==> config.mk <==
export PLATFORM = sky130hd
export DESIGN_NAME = ex_result_stage
export DESIGN_NICKNAME = d
export VERILOG_FILES = /design/src/rtl/ex_pkg.sv /design/src/rtl/ex_result_stage_skid_buffer.sv /design/src/rtl/ex_result_stage.sv
export SDC_FILE = /design/constraint.sdc
export NUM_CORES = 1
export LEC_CHECK = 0
export ABC_AREA = 1
export CORE_ASPECT_RATIO = 1.1
export CORE_UTILIZATION = 40
export CTS_BUF_LIST = sky130_fd_sc_hd__clkbuf_16
export DETAILED_ROUTE_END_ITERATION = 8
export PLACE_DENSITY = 0.67
export SLEW_MARGIN = 30
export SYNTH_ARGS = -nofsm -noshare
export SYNTH_HDL_FRONTEND = slang
export SYNTH_SLANG_ARGS = --single-unit
==> constraint.sdc <==
create_clock -name clk -period 3.4 [get_ports clk]
set_input_delay 0.51 -clock clk [delete_from_list [all_inputs] [get_ports clk]]
set_output_delay 0.51 -clock clk [all_outputs]
set_load 0.02 [all_outputs]
==> src/rtl/ex_pkg.sv <==
// Shared types for the execute result stage: flag word layout, forwarded payload, reset flags.
package ex_pkg;

    localparam int unsigned EX_N  = 32;
    localparam int unsigned EX_RW = 4;

    typedef struct packed {
        logic n;
        logic z;
        logic c;
        logic v;
    } nzcv_t;

    typedef struct packed {
        logic [EX_N-1:0]  result;
        logic [EX_RW-1:0] rd;
        logic             we;
    } ex_payload_t;

    localparam nzcv_t NZCV_RESET = '0;

endpackage

==> src/rtl/ex_result_stage_skid_buffer.sv <==
// Generic 2-entry valid/ready buffer: main register drives the outputs, skid register
// absorbs one extra entry so in_ready can be a pure function of registered state.
module skid_buffer
    import ex_pkg::*;
#(
    parameter type T = ex_payload_t
) (
    input  logic clk,
    input  logic rst_n,
    input  logic clear,
    input  logic in_valid,
    output logic in_ready,
    input  T     in_data,
    output logic out_valid,
    input  logic out_ready,
    output T     out_data
);

    logic main_valid, skid_valid;
    logic main_valid_d, skid_valid_d;
    logic load_main_in, load_main_skid, load_skid;
    logic accept, drain;
    T     main_q, skid_q;

    assign in_ready  = !skid_valid;
    assign out_valid = main_valid;
    assign out_data  = main_q;

    always_comb begin
        accept         = in_valid && !skid_valid;
        drain          = main_valid && out_ready;
        main_valid_d   = main_valid;
        skid_valid_d   = skid_valid;
        load_main_in   = 1'b0;
        load_main_skid = 1'b0;
        load_skid      = 1'b0;
        if (clear) begin
            main_valid_d = 1'b0;
            skid_valid_d = 1'b0;
        end else if (skid_valid) begin
            // Skid full implies no accept this cycle; only a drain can move things.
            if (drain) begin
                load_main_skid = 1'b1;
                skid_valid_d   = 1'b0;
            end
        end else if (accept) begin
            if (!main_valid || drain) begin
                load_main_in = 1'b1;
                main_valid_d = 1'b1;
            end else begin
                load_skid    = 1'b1;
                skid_valid_d = 1'b1;
            end
        end else if (drain) begin
            main_valid_d = 1'b0;
        end
    end

    always_ff @(posedge clk or negedge rst_n) begin
        if (!rst_n) begin
            main_valid <= 1'b0;
            skid_valid <= 1'b0;
            main_q     <= '0;
            skid_q     <= '0;
        end else begin
            main_valid <= main_valid_d;
            skid_valid <= skid_valid_d;
            if (load_main_in)   main_q <= in_data;
            if (load_main_skid) main_q <= skid_q;
            if (load_skid)      skid_q <= in_data;
        end
    end

endmodule

==> src/rtl/ex_result_stage.sv <==
// Execute-to-memory result stage: buffers result/rd/we through a skid buffer and owns NZCV.
// Optional FLAG_BYPASS_EN: nzcv shows accepted incoming flags combinationally in the same cycle.
module ex_result_stage
    import ex_pkg::*;
#(
    parameter int unsigned N  = EX_N,
    parameter int unsigned RW = EX_RW
) (
    input  logic          clk,
    input  logic          rst_n,
    input  logic          in_valid,
    output logic          in_ready,
    input  logic [N-1:0]  in_result,
    input  logic          in_z,
    input  logic          in_c,
    input  logic          in_v,
    input  logic          in_n,
    input  logic          in_set_flags,
    input  logic [RW-1:0] in_rd,
    input  logic          in_we,
    input  logic          flush,
    output logic          out_valid,
    input  logic          out_ready,
    output logic [N-1:0]  out_result,
    output logic [RW-1:0] out_rd,
    output logic          out_we,
    output logic [3:0]    nzcv
);

    typedef struct packed {
        logic [N-1:0]  result;
        logic [RW-1:0] rd;
        logic          we;
    } payload_t;

    payload_t in_pl, out_pl;
    nzcv_t    nzcv_q, nzcv_in, nzcv_out;
    logic     accept, flag_wr;

    assign in_pl   = '{result: in_result, rd: in_rd, we: in_we};
    assign nzcv_in = '{n: in_n, z: in_z, c: in_c, v: in_v};
    assign accept  = in_valid && in_ready && !flush;
    assign flag_wr = accept && in_set_flags;

    skid_buffer #(.T(payload_t)) u_skid (
        .clk       (clk),
        .rst_n     (rst_n),
        .clear     (flush),
        .in_valid  (in_valid && !flush),
        .in_ready  (in_ready),
        .in_data   (in_pl),
        .out_valid (out_valid),
        .out_ready (out_ready),
        .out_data  (out_pl)
    );

    assign out_result = out_pl.result;
    assign out_rd     = out_pl.rd;
    assign out_we     = out_pl.we;

    always_ff @(posedge clk or negedge rst_n) begin
        if (!rst_n) begin
            nzcv_q <= NZCV_RESET;
        end else if (flag_wr) begin
            nzcv_q <= nzcv_in;
        end
    end

`ifdef FLAG_BYPASS_EN
    assign nzcv_out = flag_wr ? nzcv_in : nzcv_q;
`else
    assign nzcv_out = nzcv_q;
`endif

    assign nzcv = nzcv_out;

endmodule

==> results of run 1 <==
[Yosys cell counts (2+ instances only)]
master / instances / area [um2]
nand3_1: 76 / 380
nor2_2: 2 / 12.5
o21ai_1: 20 / 100
clkbuf_1: 5 / 18.8
buf_4: 11 / 82.6
o21ai_0: 22 / 110
inv_2: 2 / 7.51
buf_2: 14 / 70.1
dfrtp_1: 80 / 2000
nand2_2: 2 / 12.5
nand2_1: 192 / 721
inv_1: 43 / 161
[report_power, final]
part	total (W)	leakage, nW	switching (W)	internal [W]
Clock	0.00107	0.166	0.000365	0.000705
Sequential	0.00128	1.01	0.000118	0.00116
Combinational	0.000639	1.41	0.000331	0.000308
Total	0.00299	2.58	0.000815	0.00217
[final timing paths]
check                                     end  slack, ns         startpoint  cells after the start
min in group clk            u_skid.skid_q[30]       0.49  u_skid.skid_q[30]                      2
hold reg to reg             u_skid.skid_q[30]       0.49  u_skid.skid_q[30]                      2
setup / recovery                     in_ready       1.45  u_skid.skid_valid                      2
setup reg to reg           u_skid.out_data[0]       1.83  u_skid.skid_valid                      5
max in group asynchronous  u_skid.out_data[2]       2.69              rst_n                      1
hold / removal              u_skid.skid_q[24]       0.22              rst_n                      1
[cells by family (layout without fill, tap and decap cells)]
group	count (synthesis)	after routing	share of synthesized area, %
AO/OA/AOI/OAI	44	44	6.01
flip-flops	80	80	54.0
AND/OR/NAND/NOR	273	273	30.5
buffers and inverters	76	155	9.48
[final cells by class]
type / count / area, um2 / share of cell area, %
Clock buffer: 9 / 225 / 4.56
Inverter: 45 / 169 / 3.42
Multi-Input combinational cell: 317 / 1370 / 27.6
Clock inverter: 6 / 101 / 2.05
Sequential cell: 80 / 2000 / 40.5
Timing Repair Buffer: 95 / 937 / 19.0
Tap cell: 114 / 143 / 2.89
[registers in the layout, indices dropped and copies added (netlist names)]
signal / flops
nzcv: 4
u_skid.out_data: 37
u_skid.out_valid: 1
u_skid.skid_q: 37
u_skid.skid_valid: 1
[stage by stage]
stage / hold WS (ns) / instance area (um2)
global route: 0.289 / 4940
global placement: 0.465 / 4610
finish: 0.223 / 4940
CTS: 0.251 / 4940
detailed placement: 0.474 / 4620
floorplan: 0.214 / 3710
[layer usage]
layer | vias up | wire length [um] | track usage, %
met5 | - | 0 | 0
met4 | 0 | 95 | 7.46
met3 | 8 | 402 | 3.54
li1 | 1634 | - | -
met1 | 1517 | 4170 | 26.3
met2 | 78 | 4210 | 32.5
[worst reg2reg max path: stages, from the launching register on]
cell	delay (ns)
dfrtp_1	0.41
nor2_2	0.16
nand3_2	0.11
nand2_2	0.58
nand2_1	0.14
nand2_1	0.09
==> insert_results.sql, run 1 <==
INSERT INTO impl_metrics (metric_group, metric, value, unit) VALUES
('status', 'result_of_the_run', 'finished, final reports clean', ''),
('hold_path', 'min_path_type', 'input pin to async pin', ''),
('routing', 'vias', '3237', ''),
('global_routing', 'grt_pass1_wl', '14.9', 'mm'),
('timing', 'max_slew.worst_pin.slew', '0.771', 'ns'),
('power_and_ir_drop', 'peakVddDrop', '315', 'uV'),
('timing', 'timing_hold_violations_final', '0', ''),
('global_routing', 'grt_overflow', '0', ''),
('clock_tree', 'cts.path.max_buffers', '2', ''),
('critical_path', 'largest_stage_delay_worst_path', '0.61', 'ns'),
('floorplan', 'die_area', '9660', 'um2'),
('floorplan', 'core', '8920', 'um2'),
('critical_path', 'arrival', '1.44', 'ns'),
('placed_design', 'pre_cts_ws', '1.18', 'ns'),
('critical_path', 'worstSetupEndpointType', 'output port', ''),
('timing', 'worst_slew_margin_rel', '48.4', '%'),
('synthesis', 'synth.yosys.warnings', '0', ''),
('placed_design', 'detailedPlacementHpwl', '5.29', 'mm'),
('layout', 'layout_commonest_cell', 'nand2_1', ''),
('synthesis', 'ys_types', '16', ''),
('critical_path', 'critical_path_class', 'flop to output port', ''),
('floorplan', 'chipHeight', '103', 'um'),
('clock_tree', 'htree_levels', '3', ''),
('routing', 'dr.first_iter.drc_count', '268', ''),
('critical_path', 'cp_max_fo', '4', ''),
('run', 'max-cap-violations', '0', ''),
('global_routing', 'grt_antenna_before_repair', '0', ''),
('layout', 'diodes', '0', ''),
('clock_tree', 'cts_repair_resize_count', '0', ''),
('clock_tree', 'cts-hold-fix-buffers', '0', ''),
('clock_tree', 'cts_tree', 'built', ''),
('synthesis', 'mappedNetlistArea', '3710', 'um2'),
('synthesis', 'async_flop_share', '100', '%'),
('critical_path', 'crit_required', '2.89', 'ns'),
('critical_path', 'critical-path-top-delay-family', 'buffers and inverters', ''),
('timing', 'max_freq', '513', 'MHz'),
('synthesis', 'synth_enable_flop_cells', '0', ''),
('timing', 'post-route-worst-setup-slack', '1.45', 'ns'),
('critical_path', 'timing.critical_path.cells', 'inv_1 > clkdlybuf4s50_1', ''),
('timing', 'rsz0062_at_grt', 'no', ''),
('routing', 'routedWlPerCell', '13.3', 'um'),
('synthesis', 'ys_ff_latch', '80', ''),
('placed_design', 'dpl.cell_count', '651', ''),
('synthesis', 'post_syn_nets', '520', ''),
('layout', 'num-fill-cells', '823', ''),
('synthesis', 'ys_dominant_reg_cell', 'dfrtp_1', ''),
('synthesis', 'synthesis.area_per_instance', '7.84', 'um2'),
('floorplan', 'rows', '36', ''),
('layout', 'finalCoreUtilization', '55.4', '%'),
('routing', 'routed_wirelength', '8.88', 'mm'),
('clock_tree', 'worst_skew_pair_later_pin_latency', '0.33', 'ns'),
('routing', 'antenna_left', '0', ''),
('timing', 'tns', '0', 'ns'),
('power_and_ir_drop', 'static_leak', '2.58', 'nW'),
('power_and_ir_drop', 'power-per-cell-area', '605', 'nW/um2'),
('global_routing', 'grt_usage', '19.8', '%'),
('clock_tree', 'cts.root.buffer_cell', 'clkbuf_16', ''),
('layout', 'syn_to_final_growth', '33.3', '%'),
('critical_path', 'timing.critical_path.slowest_stage_cell', 'clkdlybuf4s50_1', ''),
('floorplan', 'die_width', '93.8', 'um'),
('placed_design', 'port_buffers', '89', ''),
('synthesis', 'netlist_instances', '473', ''),
('routing', 'detail_route.vias_per_cell', '4.86', ''),
('routing', 'remaining_drc_errors', '0', ''),
('timing', 'timing.final.setup_violations', '0', ''),
('timing', 'fin_crit_sh', '57.4', '%'),
('global_routing', 'via_count_of_the_first_global_routing_pass', '3142', ''),
('layout', 'drive_gt1_share', '4.71', '%'),
('timing', 'final_max_slew_viol_count', '0', ''),
('routing', 'firstDrtPassIters', '4', ''),
('critical_path', 'setup.worst_path.start_class', 'flop', '');
Power figures use the tool's default switching activity.
==> run 2, diff against run 1 <==
==> constraint.sdc (replaced) <==
create_clock -name clk -period 2 [get_ports clk]
set_input_delay 0.3 -clock clk [delete_from_list [all_inputs] [get_ports clk]]
set_output_delay 0.3 -clock clk [all_outputs]
set_load 0.02 [all_outputs]
==> run 2 against run 1 <==
Clock power up 36%. Total power grew 58%. Sequential share of layout area decreased by 0.26 points. Cell count increased by 1.1%. Clock-buffer cell count stayed put. First-iteration DRC count down 13%. Register-to-register slack got worse by 1.2 ns. Via count up 0.71%. Core utilization up 0.36 points. Global-route usage shrank 0.53 points. Final area increased by 0.66%.
==> insert_results.sql, run 2 (same netlist as run 1, synthesis figures left out) <==
INSERT INTO impl_metrics (metric_group, metric, value, unit) VALUES
('status', 'result_of_the_run', 'finished, final reports clean', ''),
('global_routing', 'grt_pass1_wl', '14.5', 'mm'),
('layout', 'num-fill-cells', '831', ''),
('critical_path', 'timing.critical_path.cells', 'inv_1 > clkdlybuf4s50_1', ''),
('layout', 'final-instance-count-excl-fill', '673', ''),
('global_routing', 'grt_usage', '19.3', '%'),
('floorplan', 'rows', '36', ''),
('timing', 'post-route-worst-setup-slack', '0.283', 'ns'),
('critical_path', 'critical_path_class', 'flop to output port', ''),
('run', 'max-cap-violations', '0', ''),
('clock_tree', 'cts.path.max_buffers', '2', ''),
('floorplan', 'core', '8920', 'um2'),
('clock_tree', 'cts.repair_timing.setup_buffer_count', '0', ''),
('floorplan', 'die_width', '93.8', 'um'),
('floorplan', 'chipHeight', '103', 'um'),
('routing', 'dr.first_iter.drc_count', '232', ''),
('routing', 'routed_wirelength', '8.65', 'mm'),
('layout', 'mostFrequentLayoutCells', 'nand2_1 (192), clkdlybuf4s50_1 (88), dfrtp_1 (80), nand3_1 (75), inv_1 (44)', ''),
('layout', 'diodes', '0', ''),
('critical_path', 'timing.critical_path.slowest_stage_cell', 'clkdlybuf4s50_1', ''),
('timing', 'rsz0062_at_grt', 'no', ''),
('layout', 'multiInputGateArea', '1370', 'um2'),
('routing', 'antenna_left', '0', ''),
('placed_design', 'gp_congestion', '0.771', ''),
('timing', 'final_max_slew_viol_count', '0', ''),
('power_and_ir_drop', 'overall_power', '0.00473', 'W'),
('critical_path', 'worstSetupEndpointType', 'output port', ''),
('hold_path', 'min_path_type', 'input pin to async pin', ''),
('layout', 'finalCoreUtilization', '55.8', '%'),
('critical_path', 'crit_required', '1.70', 'ns'),
('global_routing', 'pin_count_of_the_biggest_net_entering_global_routing', '75', ''),
('placed_design', 'detailedPlacementHpwl', '5.46', 'mm'),
('placed_design', 'port_buffers', '89', ''),
('clock_tree', 'cts_made_buffers', '9', ''),
('routing', 'detail_route.vias_per_cell', '4.84', ''),
('critical_path', 'largest_stage_delay_worst_path', '0.60', 'ns'),
('clock_tree', 'htree_levels', '3', ''),
('critical_path', 'timing.rr.start', 'u_skid.out_valid', ''),
('timing', 'max_freq', '582', 'MHz'),
('critical_path', 'setup.worst_path.start_class', 'flop', ''),
('power_and_ir_drop', 'static_leak', '2.60', 'nW'),
('timing', 'finalWorstPathRequiredPeriod', '1.72', 'ns'),
('timing', 'timing_hold_violations_final', '0', ''),
('floorplan', 'ioPinCount', '90', ''),
('clock_tree', 'clock_sinks', '80', ''),
('layout', 'drive_gt1_share', '6.08', '%'),
('power_and_ir_drop', 'power-per-cell-area', '951', 'nW/um2'),
('critical_path', 'reg2reg_depth', '7', ''),
('layout', 'fin_nets', '601', ''),
('power_and_ir_drop', 'peakVddDrop', '401', 'uV'),
('timing', 'final.setup_skew', '0.00814', 'ns'),
('floorplan', 'die_area', '9660', 'um2'),
('critical_path', 'r2r_slack', '0.61', 'ns'),
('routing', 'vias', '3260', ''),
('global_routing', 'via_count_of_the_first_global_routing_pass', '3010', ''),
('layout', 'layout_commonest_cell', 'nand2_1', ''),
('floorplan', 'initial_utilization', '41.6', '%'),
('critical_path', 'r2r_end', 'u_skid.out_data[5]', ''),
('clock_tree', 'path_clk_slew', '0.06', 'ns'),
('clock_tree', 'cts_repair_resize_count', '0', ''),
('critical_path', 'cp_max_fo', '4', ''),
('clock_tree', 'cts-hold-fix-buffers', '1', ''),
('timing', 'worst_slew_margin_rel', '67.4', '%'),
('routing', 'firstDrtPassIters', '4', ''),
('clock_tree', 'cts.root.buffer_cell', 'clkbuf_16', ''),
('timing', 'timing.final.setup_violations', '0', ''),
('routing', 'routedWlPerCell', '12.9', 'um'),
('global_routing', 'grt_overflow', '0', ''),
('clock_tree', 'cts_tree', 'built', ''),
('placed_design', 'pre_cts_ws', '0.251', 'ns'),
('critical_path', 'arrival', '1.42', 'ns'),
('timing', 'max_slew.worst_pin.slew', '0.489', 'ns'),
('layout', 'syn_to_final_growth', '34.1', '%'),
('routing', 'remaining_drc_errors', '0', ''),
('timing', 'fin_crit_sh', '85.9', '%'),
('layout', 'sequential_cell_area', '2000', 'um2'),
('placed_design', 'dpl.cell_count', '656', ''),
('timing', 'tns', '0', 'ns'),
('global_routing', 'grt_antenna_before_repair', '0', ''),
('clock_tree', 'worst_skew_pair_later_pin_latency', '0.33', 'ns');
[run 2: power by group]
group | switching (W) | leakage, nW | internal (W)
Clock | 0.000626 | 0.136 | 0.000828
Sequential | 0.000197 | 1.01 | 0.00197
Combinational | 0.000570 | 1.46 | 0.000537
Total | 0.00139 | 2.60 | 0.00334
[run 2: worst max-delay path, delay by kind of cell (launching register included)]
family	cells	cell delay, ns
buffers and inverters	2	0.68
DFF	1	0.41
[run 2: worst max-delay path by stage]
| stage | start | endpoint | slack, ns | cells past startpoint |
|---|---|---|---|---|
| 6_report | u_skid.skid_valid | in_ready | 0.28 | 2 |
| 3_5_place_dp | flush | u_skid.skid_q[0] | 0.25 | 6 |
| 3_3_place_gp | flush | u_skid.skid_q[32] | 0.29 | 6 |
| 2_1_floorplan | u_skid.out_valid | u_skid.out_data[6] | 0.68 | 9 |
| 4_1_cts | u_skid.skid_valid | in_ready | 0.27 | 2 |
| 5_1_grt | u_skid.skid_valid | in_ready | 0.25 | 2 |
[run 2: per-stage QoR]
step                hold WS, ns  cell area [um2]
floorplan               0.00441             3710
global placement          0.298             4700
detailed placement        0.304             4700
CTS                       0.490             4970
global route              0.500             4970
finish                    0.468             4970
[run 2: area by class of cell]
class	count	area share [%]
Multi-Input combinational cell	317	27.4
Timing Repair Buffer	101	20.7
Tap cell	114	2.87
Clock inverter	7	0.805
Sequential cell	80	40.2
Inverter	45	3.40
Clock buffer	9	4.53
[run 2: layer usage]
layer  up-vias  track usage, %  share of wire [%]
met5         -               0                  0
met4         0            8.64                2.0
met3        13            2.58                3.6
met2        81            30.3                 46
met1      1524            26.8                 48
li1       1642               -                  -
==> run 3, diff against run 2 <==
--- a/config.mk
+++ b/config.mk
@@ -10,7 +10,7 @@
 export CORE_UTILIZATION = 40
 export CTS_BUF_LIST = sky130_fd_sc_hd__clkbuf_16
 export DETAILED_ROUTE_END_ITERATION = 8
-export PLACE_DENSITY = 0.67
+export PLACE_DENSITY = 0.69
 export SLEW_MARGIN = 30
 export SYNTH_ARGS = -nofsm -noshare
 export SYNTH_HDL_FRONTEND = slang
==> constraint.sdc (replaced) <==
create_clock -name clk -period 1.45 [get_ports clk]
set_input_delay 0.2175 -clock clk [delete_from_list [all_inputs] [get_ports clk]]
set_output_delay 0.2175 -clock clk [all_outputs]
set_load 0.02 [all_outputs]
==> run 3 against run 2 <==
Clock power grew 47%. Critical path depth is the same. Via count shrank 1.8%. Sequential share of layout area shrank 0.081 points. Core utilization grew 0.11 points. Largest cell class unchanged.
==> insert_results.sql, run 3 (same netlist as run 1, synthesis figures left out) <==
INSERT INTO impl_metrics (metric_group, metric, value, unit) VALUES
('timing', 'fin_crit_sh', '95.2', '%'),
('routing', 'detail_route.vias_per_cell', '4.74', ''),
('global_routing', 'grt_antenna_before_repair', '0', ''),
('clock_tree', 'clock_sinks', '80', ''),
('floorplan', 'rows', '36', ''),
('layout', 'finalCoreUtilization', '55.9', '%'),
('clock_tree', 'cts.path.max_buffers', '2', ''),
('power_and_ir_drop', 'peakVddDrop', '648', 'uV'),
('global_routing', 'grt_pass1_wl', '14.5', 'mm'),
('placed_design', 'dpl.cell_count', '659', ''),
('power_and_ir_drop', 'clock_power_share', '32.8', '%'),
('layout', 'layout_commonest_cell', 'nand2_1', ''),
('placed_design', 'port_buffers', '89', ''),
('routing', 'antenna_left', '0', ''),
('timing', 'timing_hold_violations_final', '0', ''),
('layout', 'fin_nets', '604', ''),
('placed_design', 'detailedPlacementHpwl', '5.44', 'mm'),
('global_routing', 'grt_overflow', '0', ''),
('power_and_ir_drop', 'sw_share', '28.9', '%'),
('critical_path', 'critical_path_class', 'flop to output port', ''),
('timing', 'final_max_slew_viol_count', '0', ''),
('routing', 'dr.first_iter.drc_count', '107', ''),
('run', 'max-cap-violations', '0', ''),
('critical_path', 'cp_max_fo', '4', ''),
('timing', 'worst_slew_margin_rel', '72.4', '%'),
('floorplan', 'ioPinCount', '90', ''),
('routing', 'vias', '3202', ''),
('layout', 'drive_gt1_share', '5.88', '%'),
('critical_path', 'setup.worst_path.start_class', 'flop', ''),
('routing', 'routed_wirelength', '8.36', 'mm'),
('critical_path', 'crit_required', '1.23', 'ns'),
('power_and_ir_drop', 'comb_power_share', '21.3', '%'),
('power_and_ir_drop', 'overall_power', '0.00650', 'W'),
('floorplan', 'chipHeight', '103', 'um'),
('status', 'result_of_the_run', 'finished, final reports clean', ''),
('timing', 'hold_ws', '0.438', 'ns'),
('critical_path', 'arrival', '1.16', 'ns'),
('clock_tree', 'worst_skew_pair_later_pin_latency', '0.33', 'ns'),
('layout', 'diodes', '0', ''),
('clock_tree', 'cts_tree', 'built', ''),
('layout', 'mostFrequentLayoutCells', 'nand2_1 (192), dfrtp_1 (80), nand3_1 (75), clkdlybuf4s50_1 (45), inv_1 (44)', ''),
('timing', 'finalWorstPathRequiredPeriod', '1.38', 'ns'),
('global_routing', 'grt_usage', '19.5', '%'),
('power_and_ir_drop', 'p_int', '0.00462', 'W'),
('clock_tree', 'cts_made_buffers', '9', ''),
('routing', 'routedWlPerCell', '12.4', 'um'),
('routing', 'remaining_drc_errors', '0', ''),
('routing', 'firstDrtPassIters', '4', ''),
('clock_tree', 'cts.root.buffer_cell', 'clkbuf_16', ''),
('power_and_ir_drop', 'switching_power', '0.00188', 'W'),
('power_and_ir_drop', 'static_leak', '2.73', 'nW'),
('timing', 'rsz0062_at_grt', 'no', ''),
('timing', 'max_freq', '725', 'MHz'),
('clock_tree', 'cts.repair_timing.setup_buffer_count', '0', ''),
('power_and_ir_drop', 'power.share.sequential', '45.9', '%'),
('critical_path', 'largest_stage_delay_worst_path', '0.42', 'ns'),
('power_and_ir_drop', 'power-per-cell-area', '1300', 'nW/um2'),
('floorplan', 'initial_utilization', '41.6', '%'),
('layout', 'final-instance-count-excl-fill', '675', ''),
('timing', 'max_slew.worst_pin.slew', '0.413', 'ns'),
('critical_path', 'worstSetupEndpointType', 'output port', ''),
('clock_tree', 'htree_levels', '3', ''),
('floorplan', 'core', '8920', 'um2'),
('clock_tree', 'path_clk_slew', '0.05', 'ns'),
('timing', 'final.setup_skew', '0.00595', 'ns'),
('floorplan', 'die_area', '9660', 'um2'),
('critical_path', 'timing.critical_path.cells', 'inv_1 > dlygate4sd2_1', ''),
('timing', 'timing.final.setup_violations', '0', ''),
('critical_path', 'timing.critical_path.slowest_stage_cell', 'dfrtp_1', ''),
('floorplan', 'die_width', '93.8', 'um'),
('global_routing', 'via_count_of_the_first_global_routing_pass', '3096', ''),
('global_routing', 'pin_count_of_the_biggest_net_entering_global_routing', '81', ''),
('layout', 'syn_to_final_growth', '34.4', '%'),
('placed_design', 'gp_congestion', '0.758', ''),
('hold_path', 'min_path_type', 'input pin to flop', '');
-- run 3: timing repair --
action | 4_1_cts | 5_1_grt
endpoints found under the hold margin | 80 | 0
hold buffers | 1 | 0
gates resized for setup | 43 | 1
setup endpoints to repair | 43 | 2
pin swaps | 0 | 0
-- run 3: power groups by stage --
stage | sequential, W | clock (W) | combinational (W)
floorplan | 0.00324 | 0 | 0.000540
global placement | 0.00301 | 0 | 0.00151
detailed placement | 0.00303 | 0 | 0.00155
CTS | 0.00299 | 0.00218 | 0.00141
global route | 0.00305 | 0.00227 | 0.00156
finish | 0.00299 | 0.00213 | 0.00139
-- run 3: area by class of cell --
class / count / area [um2]
multi-input combinational: 317 / 1370
inverter: 45 / 169
sequential: 80 / 2000
fill: 851 / 3930
clock inverter: 6 / 52.6
tap: 114 / 143
timing repair buffer: 104 / 1030
clock buffer: 9 / 225
-- run 3: final timing paths --
check,startpoint,to,slack [ns],cells after the start
max,u_skid.skid_valid,in_ready,0.07,2
min,in_n,nzcv[3],0.44,3
max reg2reg,u_skid.skid_valid,u_skid.skid_q[4],0.13,5
min reg2reg,u_skid.skid_q[27],u_skid.skid_q[27],0.49,2
max in group asynchronous,rst_n,u_skid.skid_q[23],0.67,3
min in group asynchronous,rst_n,nzcv[2],0.46,3
-- run 3: critical path, delay by kind of cell (launching register included) --
kind / cells / cell delay, ns
buffers and inverters: 2 / 0.41
DFF: 1 / 0.42
-- run 3: per-stage QoR --
stage | area (um2) | worst slack [ns] | TNS, ns
2_1_floorplan | 3710 | 0.128 | 0
3_3_place_gp | 4750 | -0.153 | -6.55
3_5_place_dp | 4750 | -0.211 | -9.25
4_1_cts | 4980 | 0.0543 | 0
5_1_grt | 4980 | 0.00655 | 0
6_report | 4980 | 0.0699 | 0
-- run 3: per-layer routing --
metal,track usage [%],wire (um)
met5,0,0
met4,8.52,146
met3,4.13,349
met2,31.7,3960
met1,25.3,3910
